`src/rtl/axil_read_guard.sv`:
```
// ---------------------------------------------------------------------------
// axil_read_guard
//
// Single-outstanding AXI-Lite read stage placed in front of an AXI-Lite slave.
// One read at a time walks IDLE -> ADDR -> WAIT -> RESP. Every handshake
// output is a flop loaded from the next state, so there is no combinational
// path from any input to any output.
//
// Optional feature (macro AXIL_RD_TIMEOUT_EN): a response timeout in WAIT.
// When the downstream slave stays silent for TIMEOUT cycles, the stage answers
// upstream with SLVERR and zero data. It then marks the late downstream
// response as an orphan, which is accepted and discarded whenever it arrives.
// Without the macro, WAIT lasts until the slave responds and no counter or
// orphan logic is built.
//
// Ports
//   clk, rst                   clock (rising edge), async active-high reset
//   s_araddr/s_arvalid/s_arready   upstream read address channel
//   s_rdata/s_rresp/s_rvalid/s_rready  upstream read data channel
//   m_araddr/m_arvalid/m_arready   downstream read address channel
//   m_rdata/m_rresp/m_rvalid/m_rready  downstream read data channel
//   busy                       a read is in flight (state != IDLE)
//
// Handshake: a transfer happens on a rising edge where valid and ready are
// both 1. A source holds valid and its payload stable until that edge. This
// block never withdraws m_arvalid or s_rvalid before its transfer completes.
// ---------------------------------------------------------------------------
module axil_read_guard #(
    parameter int ADDR_W  = 9,
    parameter int DATA_W  = 32,
    parameter int TIMEOUT = 256
) (
    input  logic              clk,
    input  logic              rst,
    input  logic [ADDR_W-1:0] s_araddr,
    input  logic              s_arvalid,
    output logic              s_arready,
    output logic [DATA_W-1:0] s_rdata,
    output logic [1:0]        s_rresp,
    output logic              s_rvalid,
    input  logic              s_rready,
    output logic [ADDR_W-1:0] m_araddr,
    output logic              m_arvalid,
    input  logic              m_arready,
    input  logic [DATA_W-1:0] m_rdata,
    input  logic [1:0]        m_rresp,
    input  logic              m_rvalid,
    output logic              m_rready,
    output logic              busy
);

    localparam logic [1:0] ST_IDLE = 2'd0;
    localparam logic [1:0] ST_ADDR = 2'd1;
    localparam logic [1:0] ST_WAIT = 2'd2;
    localparam logic [1:0] ST_RESP = 2'd3;

    logic [1:0]        state_q, state_d;
    logic [ADDR_W-1:0] addr_q, addr_d;
    logic [DATA_W-1:0] rdata_q, rdata_d;
    logic [1:0]        rresp_q, rresp_d;

    // Handshake outputs, registered from next state.
    logic s_arready_q, m_arvalid_q, m_rready_q, s_rvalid_q;
    logic m_rready_d;

`ifdef AXIL_RD_TIMEOUT_EN
    localparam int              CNT_W    = (TIMEOUT > 2) ? $clog2(TIMEOUT) : 1;
    localparam logic [CNT_W-1:0] CNT_LAST = CNT_W'(TIMEOUT - 1);

    logic [CNT_W-1:0] cnt_q, cnt_d;
    logic             orphan_q, orphan_d;
    logic             orphan_take;
`else
    logic unused_timeout;
    assign unused_timeout = (TIMEOUT != 0);
`endif

    always_comb begin
        state_d = state_q;
        addr_d  = addr_q;
        rdata_d = rdata_q;
        rresp_d = rresp_q;
`ifdef AXIL_RD_TIMEOUT_EN
        cnt_d       = cnt_q;
        // A pending orphan owns the next downstream response, even in WAIT.
        orphan_take = orphan_q && m_rvalid && m_rready_q;
        orphan_d    = orphan_q && !orphan_take;
`endif
        case (state_q)
            ST_IDLE: begin
                if (s_arvalid && s_arready_q) begin
                    addr_d  = s_araddr;
                    state_d = ST_ADDR;
                end
            end
            ST_ADDR: begin
                // No timeout here: the address stays offered until taken.
                if (m_arvalid_q && m_arready) begin
                    state_d = ST_WAIT;
`ifdef AXIL_RD_TIMEOUT_EN
                    cnt_d   = '0;
`endif
                end
            end
            ST_WAIT: begin
`ifdef AXIL_RD_TIMEOUT_EN
                // A real response wins over a timeout in the same cycle.
                if (m_rvalid && m_rready_q && !orphan_take) begin
                    rdata_d = m_rdata;
                    rresp_d = m_rresp;
                    state_d = ST_RESP;
                end else if (cnt_q == CNT_LAST) begin
                    rdata_d  = '0;
                    rresp_d  = 2'b10;
                    orphan_d = 1'b1;
                    state_d  = ST_RESP;
                end else begin
                    cnt_d = cnt_q + CNT_W'(1);
                end
`else
                if (m_rvalid && m_rready_q) begin
                    rdata_d = m_rdata;
                    rresp_d = m_rresp;
                    state_d = ST_RESP;
                end
`endif
            end
            ST_RESP: begin
                if (s_rvalid_q && s_rready) begin
                    state_d = ST_IDLE;
                end
            end
            default: state_d = ST_IDLE;
        endcase

`ifdef AXIL_RD_TIMEOUT_EN
        m_rready_d = (state_d == ST_WAIT) || orphan_d;
`else
        m_rready_d = (state_d == ST_WAIT);
`endif
    end

    // Handshake flops reset to 0, so s_arready first rises one edge after
    // reset is released even though the state is already IDLE.
    always_ff @(posedge clk or posedge rst) begin
        if (rst) begin
            state_q     <= ST_IDLE;
            addr_q      <= '0;
            rdata_q     <= '0;
            rresp_q     <= '0;
            s_arready_q <= 1'b0;
            m_arvalid_q <= 1'b0;
            m_rready_q  <= 1'b0;
            s_rvalid_q  <= 1'b0;
        end else begin
            state_q     <= state_d;
            addr_q      <= addr_d;
            rdata_q     <= rdata_d;
            rresp_q     <= rresp_d;
            s_arready_q <= (state_d == ST_IDLE);
            m_arvalid_q <= (state_d == ST_ADDR);
            m_rready_q  <= m_rready_d;
            s_rvalid_q  <= (state_d == ST_RESP);
        end
    end

`ifdef AXIL_RD_TIMEOUT_EN
    always_ff @(posedge clk or posedge rst) begin
        if (rst) begin
            cnt_q    <= '0;
            orphan_q <= 1'b0;
        end else begin
            cnt_q    <= cnt_d;
            orphan_q <= orphan_d;
        end
    end
`endif

    assign s_arready = s_arready_q;
    assign m_arvalid = m_arvalid_q;
    assign m_rready  = m_rready_q;
    assign s_rvalid  = s_rvalid_q;
    assign m_araddr  = addr_q;
    assign s_rdata   = rdata_q;
    assign s_rresp   = rresp_q;
    assign busy      = (state_q != ST_IDLE);

endmodule
```
`config.mk`:
```
export PLATFORM = sky130hd
export DESIGN_NAME = axil_read_guard
export DESIGN_NICKNAME = d
export VERILOG_FILES = /design/src/rtl/axil_read_guard.sv
export SDC_FILE = /design/constraint.sdc
export NUM_CORES = 1
export LEC_CHECK = 0
export BUFFER_PORTS_ARGS = -buffer_cell sky130_fd_sc_hd__buf_2
export CORE_ASPECT_RATIO = 0.8
export CORE_MARGIN = 5
export CORE_UTILIZATION = 49
export CTS_BUF_LIST = sky130_fd_sc_hd__clkbuf_8 sky130_fd_sc_hd__clkbuf_16
export CTS_CLUSTER_DIAMETER = 80
export DETAILED_ROUTE_END_ITERATION = 10
export GPL_TIMING_DRIVEN = 0
export PLACE_DENSITY = 0.87
export SKIP_CTS_REPAIR_TIMING = 1
export SLEW_MARGIN = 10
export SYNTH_ARGS = -nofsm -noshare
export SYNTH_HDL_FRONTEND = slang
export SYNTH_SLANG_ARGS = --single-unit
```
`constraint.sdc`:
```
create_clock -name clk -period 3.9 [get_ports clk]
set_input_delay 0.78 -clock clk [delete_from_list [all_inputs] [get_ports clk]]
set_output_delay 0.78 -clock clk [all_outputs]
set_load 0.01 [all_outputs]
```
==> results of run 1 <==
==> power groups by stage <==
stage | logic [W] | clock network, W | registers [W]
floorplan | 0.000416 | 0 | 0.00100
global placement | 0.000848 | 0 | 0.000881
detailed placement | 0.000870 | 0 | 0.000896
CTS | 0.000871 | 0.000287 | 0.000892
global route | 0.000928 | 0.000311 | 0.000921
finish | 0.000854 | 0.000276 | 0.000891
==> metal layers <==
| layer | vias to the layer above | global-route usage (%) | routed length [um] |
|---|---|---|---|
| li1 | 618 | - | - |
| met1 | 612 | 20.2 | 1730 |
| met2 | 76 | 24.6 | 1710 |
| met3 | 7 | 4.73 | 497 |
| met4 | 0 | 6.33 | 56 |
| met5 | - | 0 | 0 |
==> critical path: cells and delay by family, from the launching register on <==
family	cells	cell delay, ns
flops	1	0.36
simple gates	1	0.28
buf+inv	2	0.30
==> cells in the mapped netlist <==
cell type,n
and2_1,1
mux2_4,28
nand2_1,8
buf_4,2
buf_6,3
o21ai_0,1
a21oi_1,1
nor4bb_2,1
inv_1,2
nand4b_4,1
nor2b_1,1
o22ai_1,1
or2_2,1
nand3_1,4
mux2_2,15
dfrtp_1,49
==> cells in the final DEF, fill, tap and decap left out, drive strengths merged <==
| cell type | n |
|---|---|
| buf | 102 |
| a21oi | 1 |
| nand3 | 4 |
| inv | 3 |
| nor2b | 1 |
| clkbuf | 5 |
| nand4b | 1 |
| o22ai | 1 |
| o21ai | 1 |
| mux2 | 43 |
| nor4bb | 1 |
| nand2 | 8 |
| and2 | 1 |
| or2 | 1 |
| dfrtp | 49 |
| clkinv | 2 |
==> registers in the layout, indices dropped and copies added, names as in the netlist <==
| name | count |
|---|---|
| s_rdata | 32 |
| m_araddr | 9 |
| s_rresp | 2 |
| state_q | 2 |
| m_arvalid | 1 |
| m_rready | 1 |
| s_arready | 1 |
| s_rvalid | 1 |
==> through the flow <==
stage	setup slack [ns]	power [W]	util [%]	hold slack, ns	cell area [sq um]
global route	1.83	0.00216	68.5	0.529	2660
floorplan	1.95	0.00142	-	0.550	2000
global placement	1.43	0.00173	65.6	0.484	2550
CTS	1.86	0.00205	68.5	0.510	2660
detailed placement	2.10	0.00177	66.4	0.486	2570
finish	1.87	0.00202	68.5	0.508	2660
==> path summary, 6_finish.rpt <==
path                              from           to  slack (ns)  cells after the start
min reg2reg                s_rdata[31]  s_rdata[31]        0.51                      1
max                         state_q[1]         busy        1.87                      3
min                        s_rdata[31]  s_rdata[31]        0.51                      1
min in group asynchronous          rst  m_araddr[3]        0.53                      2
max reg2reg                 state_q[1]  m_araddr[3]        2.44                      4
max in group asynchronous          rst   s_rdata[7]        2.87                      3
==> kinds of logic (layout without fill, tap and decap cells) <==
family | Yosys count | in the layout | synth area share (%)
AO/OA/AOI/OAI | 3 | 3 | 0.814
buffers and inverters | 7 | 112 | 2.82
flip-flops | 49 | 49 | 61.4
multiplexers | 43 | 43 | 29.5
AND/OR/NAND/NOR | 17 | 17 | 5.45
==> layout make-up <==
class / instances / share of cell area [%]
Sequential cell: 49 / 46.2
Tap cell: 55 / 2.59
Clock buffer: 5 / 2.59
Multi-Input combinational cell: 63 / 26.9
Timing Repair Buffer: 97 / 19.1
Inverter: 2 / 0.283
Buffer: 5 / 1.84
Clock inverter: 3 / 0.518
==> flow_summary.yaml, run 1 <==
status:
  status: "finished clean"
power_and_ir_drop:
  swShare_pct: 32.3
  power_frac_comb_pct: 42.2
  p_leak_nw: 1.50
  p_per_area_nw_per_um2: 761
  pwr-share-seq_pct: 44.1
  switchingPower_w: 0.000652
  p_int_w: 0.00137
  clkPwrFrac_pct: 13.7
  vdd_drop_max_mv: 0.385
detailed_routing:
  antenna_left: 0
  viasPerCell: 4.71
  wire_per_inst_um: 14.3
  drt_iter0_markers: 42
  drc_errors: 0
  vias: 1313
  drt_pass1_iterations: 4
  wl_mm: 3.99
setup_path:
  cpPeakStageDelay_ns: 0.36
  slowest_stage: "dfrtp_1"
  worstPathArrival_ns: 1.25
  path_class: "reg -> out"
  path_cells: "buf_4, or2_2, buf_2"
  cp_max_fo: 8
  required_ns: 3.12
  cp-end-kind: "output pin"
  cp-start-kind: "register"
sta:
  fin_crit_sh_pct: 51.9
  slew_headroom_pct: 63.0
  fmax_ghz: 0.494
  maxSlewViolCount: 0
  skew_ns: 0.00476
  fin_tns_setup_ns: 0
  setup-violations-final: 0
  finalHoldViolations: 0
  fin_crit_ns: 2.03
  rsz0062_at_grt: "false"
  worst-slew-pin-transition_ns: 0.555
place:
  portBuffers: 96
  hpwl_mm: 3.12
  dp_cells: 271
  gp_congestion: 0.688
synth:
  yosysWarnings: 0
  ys_ff_latch: 49
  synth.avg_cell_area_sq_um: 16.8
  synthesis.nets: 168
  yosys.area.top_type_share_pct: 61.4
  synth_area_sq_um: 2000
  synth_cell_type_count: 16
  ys_seq_area_share_pct: 61.4
  synth.area.top_cells: "dfrtp_1 61%, mux2_4 21%, mux2_2 8.5%, buf_6 1.7%, nand2_1 1.5%"
  synthCells: 119
  yosys.area.top_type: "dfrtp_1"
clock_network:
  clk_latency_ns: 0.29
  clock_path_buffers: 2
  cts_buffers: 5
  cts_root_buf: "clkbuf_8"
  clock_sinks: 49
  clk_pin_slew_ns: 0.09
  cts_tree: "done"
  cts_max_level: 2
global_routing:
  antenna_found_initial: 0
  grt_max_degree: 26
  overflow: 0
  grt_pass1_wl_mm: 6.36
  grtUsageTotal_pct: 15.6
  grt_pass1_vias: 1387
final_layout:
  final_nets: 272
  multi_input_area_sq_um: 714
  final_cells: 279
  drive_gt1_share_pct: 69.6
  areaGrowthSynthToFinish_pct: 33.0
  fillerInstances: 299
  antenna_cells: 0
  register_area_sq_um: 1230
run:
  drv_cap: 0
floorplan:
  start_util_pct: 51.5
  die_area_sq_um: 5460
  io_pins: 97
  die_w_um: 81.4
  placementRows: 20
  die-height_um: 67.1
  core_sq_um: 3880
worst_hold_path:
  hold_path_class: "reg -> reg"
No activity file was read; power rests on OpenSTA's default activity.
==> run 2, diff against run 1 <==
--- a/config.mk
+++ b/config.mk
@@ -8,12 +8,12 @@
 export BUFFER_PORTS_ARGS = -buffer_cell sky130_fd_sc_hd__buf_2
 export CORE_ASPECT_RATIO = 0.8
 export CORE_MARGIN = 5
-export CORE_UTILIZATION = 49
+export CORE_UTILIZATION = 41
 export CTS_BUF_LIST = sky130_fd_sc_hd__clkbuf_8 sky130_fd_sc_hd__clkbuf_16
 export CTS_CLUSTER_DIAMETER = 80
 export DETAILED_ROUTE_END_ITERATION = 10
 export GPL_TIMING_DRIVEN = 0
-export PLACE_DENSITY = 0.87
+export PLACE_DENSITY = 0.78
 export SKIP_CTS_REPAIR_TIMING = 1
 export SLEW_MARGIN = 10
 export SYNTH_ARGS = -nofsm -noshare
==> constraint.sdc (replaced) <==
create_clock -name clk -period 1.8 [get_ports clk]
set_input_delay 0.36 -clock clk [delete_from_list [all_inputs] [get_ports clk]]
set_output_delay 0.36 -clock clk [all_outputs]
set_load 0.01 [all_outputs]
==> run 2 against run 1 <==
Final cell count increased by 1.4%. Sequential power rose by 120%. First-iteration DRC count shrank 45%. Sequential share of layout area hardly changed. Worst setup slack got worse by 1.7 ns. Non-clock buffer count unchanged. Clock skew increased by 0.0018 ns. Via count is 1.1% lower. Critical path depth is the same. Hold slack lost 0.45 ns. Combinational power rose by 120%.
==> flow_summary.yaml, run 2 (synthesized netlist as in run 1, its figures left out) <==
status:
  status: "finished clean"
power_and_ir_drop:
  total_power_w: 0.00439
  pwr-share-seq_pct: 43.9
  p_per_area_nw_per_um2: 1650
  p_leak_nw: 1.49
  p_int_w: 0.00300
  power_frac_comb_pct: 42.0
  swShare_pct: 31.7
  clkPwrFrac_pct: 14.1
  switchingPower_w: 0.00139
  vdd_drop_max_mv: 0.720
global_routing:
  groute.layer.met3.usage_pct: 4.43
  use_met1_pct: 16.5
  grtUsageTotal_pct: 12.9
  grt_pass1_vias: 1365
  grt_max_degree: 31
  antenna_found_initial: 0
  grtUsageMet2_pct: 20.8
  grt.busiest_layer: "met2"
  overflow: 0
  grt_pass1_wl_mm: 6.37
detailed_routing:
  drc_errors: 0
  drt_iter0_markers: 23
  wl_mm: 3.99
  drt_pass1_iterations: 2
  viasPerCell: 4.59
  wire_per_inst_um: 14.1
  vias: 1299
  antenna_left: 0
clock_network:
  clk_latency_ns: 0.29
  clk_pin_slew_ns: 0.08
  cts_max_level: 2
  cts_buffers: 5
  cts_root_buf: "clkbuf_8"
  cts_tree: "done"
  clock_path_buffers: 2
  clock_sinks: 49
setup_path:
  rrSetupSlack_ns: 0.32
  required_ns: 1.44
  r2r_end: "m_araddr[3]"
  cp_max_fo: 8
  cp-end-kind: "output pin"
  cp-start-kind: "register"
  worstPathArrival_ns: 1.24
  r2r_cells: 4
  r2r_start: "state_q[1]"
  startpoint: "state_q[1]"
  path_class: "reg -> out"
final_layout:
  areaGrowthSynthToFinish_pct: 33.1
  antenna_cells: 0
  final_nets: 272
  final_common_cell: "buf_2"
  drive_gt1_share_pct: 69.5
  fin_util_pct: 57.2
  largest_reg_flops: 32
  register_area_sq_um: 1230
  multi_input_area_sq_um: 714
  layout_common_cells: "96 x buf_2, 49 x dfrtp_1, 28 x mux2_4"
  fillerInstances: 384
  final_cell_area_sq_um: 2660
worst_hold_path:
  hold_path_class: "in -> async"
place:
  hpwl_mm: 3.15
  gp_congestion: 0.685
  portBuffers: 96
  place_area_sq_um: 2570
  place_ws_ns: 0.317
sta:
  fmax_ghz: 0.626
  maxSlewViolCount: 0
  fin_tns_setup_ns: 0
  finalHoldViolations: 0
  setup_ws_ns: 0.203
  skew_ns: 0.00652
  setup-violations-final: 0
  fin_crit_ns: 1.60
  rsz0062_at_grt: "false"
  worst-slew-pin-transition_ns: 0.430
  fin_crit_sh_pct: 88.7
  slew_headroom_pct: 71.3
floorplan:
  die_area_sq_um: 6370
  placementRows: 22
  io_pins: 97
  die-height_um: 72.4
  core_sq_um: 4650
  die_w_um: 88.0
  start_util_pct: 42.9
run:
  drv_cap: 0
-- run 2: cell count changes in the layout (fill, tap and decap cells not counted), sizes merged --
cell / before / now
clkinv: 2 / 0
clkbuf: 5 / 6
-- run 2: layer usage --
metal | vias to the layer above | share of wire [%]
met5 | - | 0
met4 | 0 | 0.45
met3 | 3 | 12
met2 | 62 | 46
met1 | 619 | 42
li1 | 615 | -
-- run 2: per-stage QoR --
step / hold WS, ns / instances
3_5_place_dp: 0.383 / 276
3_3_place_gp: 0.484 / 275
6_report: 0.0615 / 283
5_1_grt: 0.0899 / 283
2_1_floorplan: 0.508 / 119
4_1_cts: 0.0589 / 283
-- run 2: cell type report --
class | count | area share, %
buffer | 5 | 1.84
clock buffer | 6 | 3.11
clock inverter | 1 | 0.141
inverter | 2 | 0.282
multi-input combinational | 63 | 26.9
sequential | 49 | 46.1
tap | 60 | 2.82
timing repair buffer | 97 | 18.8
-- run 2: worst max-delay path, cell delays in order (launching register included) --
cell and delay [ns]:
dfrtp_1 0.36, buf_4 0.16, or2_2 0.28, buf_2 0.14
-- run 2: how the worst max path moves through the flow --
stage                             end  slack (ns)  cells past startpoint
final                            busy        0.20                      3
after global routing             busy        0.14                      3
after CTS                        busy        0.18                      3
after detailed placement  m_araddr[7]        0.32                      4
after global placement     s_rdata[1]       -0.28                      2
after floorplan           m_araddr[0]        0.27                      1
-- run 2: power groups by stage --
stage,clock [W],combinational [W],sequential (W)
3_5_place_dp,0,0.00188,0.00194
4_1_cts,0.000650,0.00188,0.00193
6_report,0.000619,0.00185,0.00193
2_1_floorplan,0,0.000901,0.00217
5_1_grt,0.000689,0.00200,0.00200
3_3_place_gp,0,0.00184,0.00192
